===== src/rtl/filter_gmii_ifg.sv =====
// GMII receive inter-frame-gap filter: frames that follow too short an idle gap are
// suppressed whole; compliant frames pass with one cycle of latency.
module filter_gmii_ifg #(
   parameter int C_GAP_WIDTH = 16,
   parameter int C_CNT_WIDTH = 32
) (
   input  logic                   clk,
   input  logic                   reset,
   input  logic [7:0]             gmii_rxd_in,
   input  logic                   gmii_rx_dv_in,
   input  logic                   gmii_rx_er_in,
   input  logic [C_GAP_WIDTH-1:0] min_interframe_gap,
   input  logic                   stats_clear,
   output logic [7:0]             gmii_rxd_out,
   output logic                   gmii_rx_dv_out,
   output logic                   gmii_rx_er_out,
   output logic [C_CNT_WIDTH-1:0] frames_passed,
   output logic [C_CNT_WIDTH-1:0] frames_dropped
);

   typedef enum logic [1:0] {WAIT_IDLE, IDLE, PASS, DROP} state_t;

   localparam logic [C_GAP_WIDTH-1:0] GAP_ONE = 1;
   localparam logic [C_CNT_WIDTH-1:0] CNT_ONE = 1;

   state_t                 state, state_nxt;
   logic [C_GAP_WIDTH-1:0] gap_cnt;
   logic                   fwd, inc_pass, inc_drop;
   logic [7:0]             rxd_p1;
   logic                   vld_p1, er_p1;

   function automatic logic [C_GAP_WIDTH-1:0] gap_sat_inc(input logic [C_GAP_WIDTH-1:0] g);
      return (&g) ? g : g + GAP_ONE;
   endfunction

   // Frame-start decision is made on the first dv=1 byte seen in IDLE, so that byte
   // is either forwarded or suppressed along with the rest of the frame.
   always_comb begin
      state_nxt = state;
      fwd       = 1'b0;
      inc_pass  = 1'b0;
      inc_drop  = 1'b0;
      case (state)
         WAIT_IDLE: if (!gmii_rx_dv_in) state_nxt = IDLE;
         IDLE: begin
            fwd = 1'b1;
            if (gmii_rx_dv_in) begin
               if (gap_cnt >= min_interframe_gap) begin
                  state_nxt = PASS;
                  inc_pass  = 1'b1;
               end else begin
                  state_nxt = DROP;
                  fwd       = 1'b0;
                  inc_drop  = 1'b1;
               end
            end
         end
         PASS: begin
            fwd = 1'b1;
            if (!gmii_rx_dv_in) state_nxt = IDLE;
         end
         DROP:    if (!gmii_rx_dv_in) state_nxt = IDLE;
         default: state_nxt = WAIT_IDLE;
      endcase
   end

   // Stage p1: registered outputs, counters and gap tracking
   always_ff @(posedge clk) begin
      if (reset) begin
         state          <= WAIT_IDLE;
         gap_cnt        <= '1;
         rxd_p1         <= '0;
         vld_p1         <= 1'b0;
         er_p1          <= 1'b0;
         frames_passed  <= '0;
         frames_dropped <= '0;
      end else begin
         state   <= state_nxt;
         gap_cnt <= gmii_rx_dv_in ? '0 : gap_sat_inc(gap_cnt);
         rxd_p1  <= fwd ? gmii_rxd_in   : 8'h00;
         vld_p1  <= fwd ? gmii_rx_dv_in : 1'b0;
         er_p1   <= fwd ? gmii_rx_er_in : 1'b0;
         if (stats_clear) begin
            frames_passed  <= '0;
            frames_dropped <= '0;
         end else begin
            if (inc_pass) frames_passed  <= frames_passed + CNT_ONE;
            if (inc_drop) frames_dropped <= frames_dropped + CNT_ONE;
         end
      end
   end

   assign gmii_rxd_out   = rxd_p1;
   assign gmii_rx_dv_out = vld_p1;
   assign gmii_rx_er_out = er_p1;

endmodule


===== config.mk =====
export PLATFORM = sky130hd
export DESIGN_NAME = filter_gmii_ifg
export DESIGN_NICKNAME = d
export VERILOG_FILES = /design/src/rtl/filter_gmii_ifg.sv
export SDC_FILE = /design/constraint.sdc
export NUM_CORES = 1
export LEC_CHECK = 0
export ABC_AREA = 1
export CAP_MARGIN = 20
export CORE_MARGIN = 2
export CORE_UTILIZATION = 45
export CTS_CLUSTER_DIAMETER = 60
export DETAILED_ROUTE_END_ITERATION = 8
export PLACE_DENSITY = 0.84
export SETUP_SLACK_MARGIN = 0.5
export SYNTH_ARGS = -nofsm -noshare
export SYNTH_HDL_FRONTEND = slang
export SYNTH_SLANG_ARGS = --single-unit
export TNS_END_PERCENT = 50

===== constraint.sdc =====
create_clock -name clk -period 1.6 [get_ports clk]
set_clock_uncertainty 0.05 [all_clocks]
set_input_delay 0.24 -clock clk [delete_from_list [all_inputs] [get_ports clk]]
set_output_delay 0.24 -clock clk [all_outputs]
set_load 0.01 [all_outputs]

==> impl_results.md <==
* Worst path arrival time at ~2200 ps
* Post-Syn Area per Cell at ~6.5 sq um
* Leakage power at 3.65 nW
* MaxCap Viol Count at 0
* CP Data Required Time at about 1800 ps
* Nets at 1128
* Mapped Nets at a little over 900
* Row count at approximately 40
* Port bufs at ~100
* Via count at 6890
* Hold_sp: gmii_rxd_in[1]
* Clk_lat worst skew at 350 ps
* Final core occ at slightly above 70%
* CTS Buffer Depth at 2
* Failing checks: negative setup slack
* Post-route design area at about 9000 sq um
* H-tree depth at 3
* Final hold viol count at 0
* Final worst path period need at 2020 ps
* CTS tree: built
* Flops & latches, synth at 92
* Drt wl/cell at between 15 and 20 um
* Period utilization at 126%
* Global Route met3 Usage at 3.71%
* Crit. End Element: register
* Initial Util at around 46%
* Post-DP HPWL at 12.4 mm
* Routed Antenna Nets at 0
* Fmax at approximately 500 MHz
* Grt ovf at 0
* Pwr Total at 5.66 mW
* Launching point of the worst reg2reg path: gap_cnt[0]
* Cell accounting for the most synthesized area: dfxtp_1
* Core region area at between 10000 and 15000 sq um
* CTS buffer count at 9
* Post-Place Worst Slack at -666 ps
* RSZ-0062 raised after global routing: true
* Seq/Total Area, Yosys at approximately 32%
* PnR worst setup slack at -416 ps
* IO Count at around 100
* First-pass GRT wire length at between 20 and 30 mm
* Die X at approximately 120 um
* Slew @ Worst Pin at roughly 440 ps
* All-Layer GR Usage at between 20% and 30%
* Cell count after synthesis at 877
* Rel. slew slack at between 70% and 80%
* Die H at ~120 um
* Die Area at between 10000 and 15000 sq um
* First drt pass iteration count at 5
* Vias per cell at between 5 and 6
* Final instance count without filler cells at roughly 1300
* Post-synth top area share at around a third
* Setup TNS at -26800 ps
* Critical Path Source: gap_cnt[0]
* Worst vdd ir at 0.000528 V
* Global route hottest layer: met2
* 1st-iter DRT viols at 770
* WL final at 20.6 mm
* Largest net degree at the start of global routing at 63
* CTS Root Cell: clkbuf_16
* # fillers at ~950
* Highest net fanout along the worst path at 16
* Top cells by area, synth: dfxtp_1, nand2_1, nor2_1
* Synth cell types at 34
* DP Area at 7790 sq um
* Fin. max-slew vios at 0
* Antenna Cells at 0
* Fraction of layout cells with a size suffix above 1 at 37.7%
* Clock Sinks at slightly above 90
* Met2 Usage GRT at about 47%
* Met1 Resource Use GR at between 30% and 40%
* Placed Cells at between 1000 and 1500
* Pwr Density at between 600 and 700 nW/um^2
* CTS clk-pin slew, worst paths at approximately 60 ps
* Status: finished, violations left
* Initial antenna violation count at 0
* Hold WC Path Type: in2reg
* Synthesized area at 5740 sq um
* WS Path Type: reg2reg
* Startpoint Class: register
* Final setup fails at 85
* Number of global-route vias before repair at between 6000 and 7000
* P&R area growth vs syn at 56.5%
* Remaining DRCs at 0
* WHS at between 300 and 400 ps
* Final Wtd Congestion at 0.941
* Warning count from the yosys run at 0
* Hold Buf Count CTS at 0
cell type report:
type	instances	area [sq um]	share of cell area, %
Multi-Input combinational cell	688	4160	46.4
Timing Repair Buffer	215	2110	23.5
Sequential cell	92	1940	21.6
Inverter	72	280	3.12
Clock buffer	14	264	2.94
Tap cell	172	215	2.40
Clock inverter	1	6.26	0.0697
critical path, cell delays in order (launching register included):
cell	delay, ps
dfxtp_2	350
inv_2	60
ha_4	250
nand4_1	160
nor2_4	160
nor2_2	60
nand2_2	90
nand2_4	70
buf_4	150
nand3_4	110
clkbuf_16	210
nand2_1	80
a21oi_1	140
repair_timing:
| action | in CTS | in global routing |
|---|---|---|
| resized for setup | 265 | 182 |
| pin swaps | 28 | 53 |
| setup buffers | 8 | 5 |
| cloned | 5 | 2 |
| endpoints found under the hold margin | 0 | 0 |
| setup endpoints to repair | 165 | 166 |
sequential cells by signal, summed over array words and instances (netlist names):
| name | flops |
|---|---|
| gmii_rxd_out | 8 |
| gmii_rx_er_out | 1 |
| gap_cnt | 16 |
| frames_passed | 32 |
| gmii_rx_dv_out | 1 |
| state | 2 |
| frames_dropped | 32 |
final timing paths:
path                              to  slack (ps)  cells past startpoint
setup / recovery   frames_dropped[6]        -420                     12
hold / removal       gmii_rxd_out[1]         370                      3
setup reg to reg   frames_dropped[6]        -420                     12
hold reg to reg   frames_dropped[31]         450                      2
Yosys cell counts, drive strengths merged:
cell type,number
buf,16
xor2,27
nor3b,1
a31o,2
or2,3
o21ai,19
o21bai,1
o211ai,2
a21oi,69
nor2,120
nand3b,20
clkinv,2
nand3,59
nand4,22
ha,21
xnor2,13
inv,70
nor3,12
dfxtp,92
o311ai,1
nand2,294
clkbuf,10
a211oi,1
logic make-up after synthesis:
logic type,Yosys count,synth area share (%)
fa+ha+maj,21,4.58
simple gates,531,41.3
compound gates,95,8.85
xor+xnor,40,6.11
flops,92,32.1
buf+inv,98,7.02
layout by cell type (no fill, tap or decap), types with 3 or more instances in the layout:
| cell | count |
|---|---|
| a21oi_1 | 47 |
| a21oi_2 | 22 |
| buf_12 | 10 |
| buf_16 | 4 |
| buf_4 | 71 |
| buf_6 | 49 |
| clkbuf_1 | 3 |
| clkbuf_16 | 11 |
| clkbuf_2 | 23 |
| clkdlybuf4s15_2 | 9 |
| clkdlybuf4s50_1 | 17 |
| dfxtp_1 | 45 |
| dfxtp_2 | 32 |
| dfxtp_4 | 15 |
| dlygate4sd2_1 | 22 |
| dlymetal6s2s_1 | 5 |
| ha_1 | 5 |
| ha_4 | 14 |
| inv_1 | 41 |
| inv_2 | 26 |
| inv_4 | 3 |
| nand2_1 | 263 |
| nand2_2 | 21 |
| nand2_4 | 10 |
| nand3_1 | 29 |
| nand3_2 | 23 |
| nand3_4 | 7 |
| nand3b_1 | 19 |
| nand4_1 | 22 |
| nor2_1 | 88 |
| nor2_2 | 22 |
| nor2_4 | 10 |
| nor3_2 | 9 |
| o21ai_0 | 6 |
| o21ai_1 | 11 |
| xnor2_1 | 13 |
| xor2_1 | 27 |
per-layer routing:
layer | part of all wire (%) | wire length [um]
met1 | 38 | 7830
met2 | 50 | 10400
met3 | 7.4 | 1530
met4 | 4.1 | 847
met5 | 0 | 0
power by group:
group	internal, mW	switching [mW]	leakage [nW]
sequential	2.32	0.0465	0.766
combinational	0.576	0.655	2.75
clock	1.14	0.921	0.133
total	4.04	1.62	3.65
Note: power is estimated with default switching activity, not from simulation.
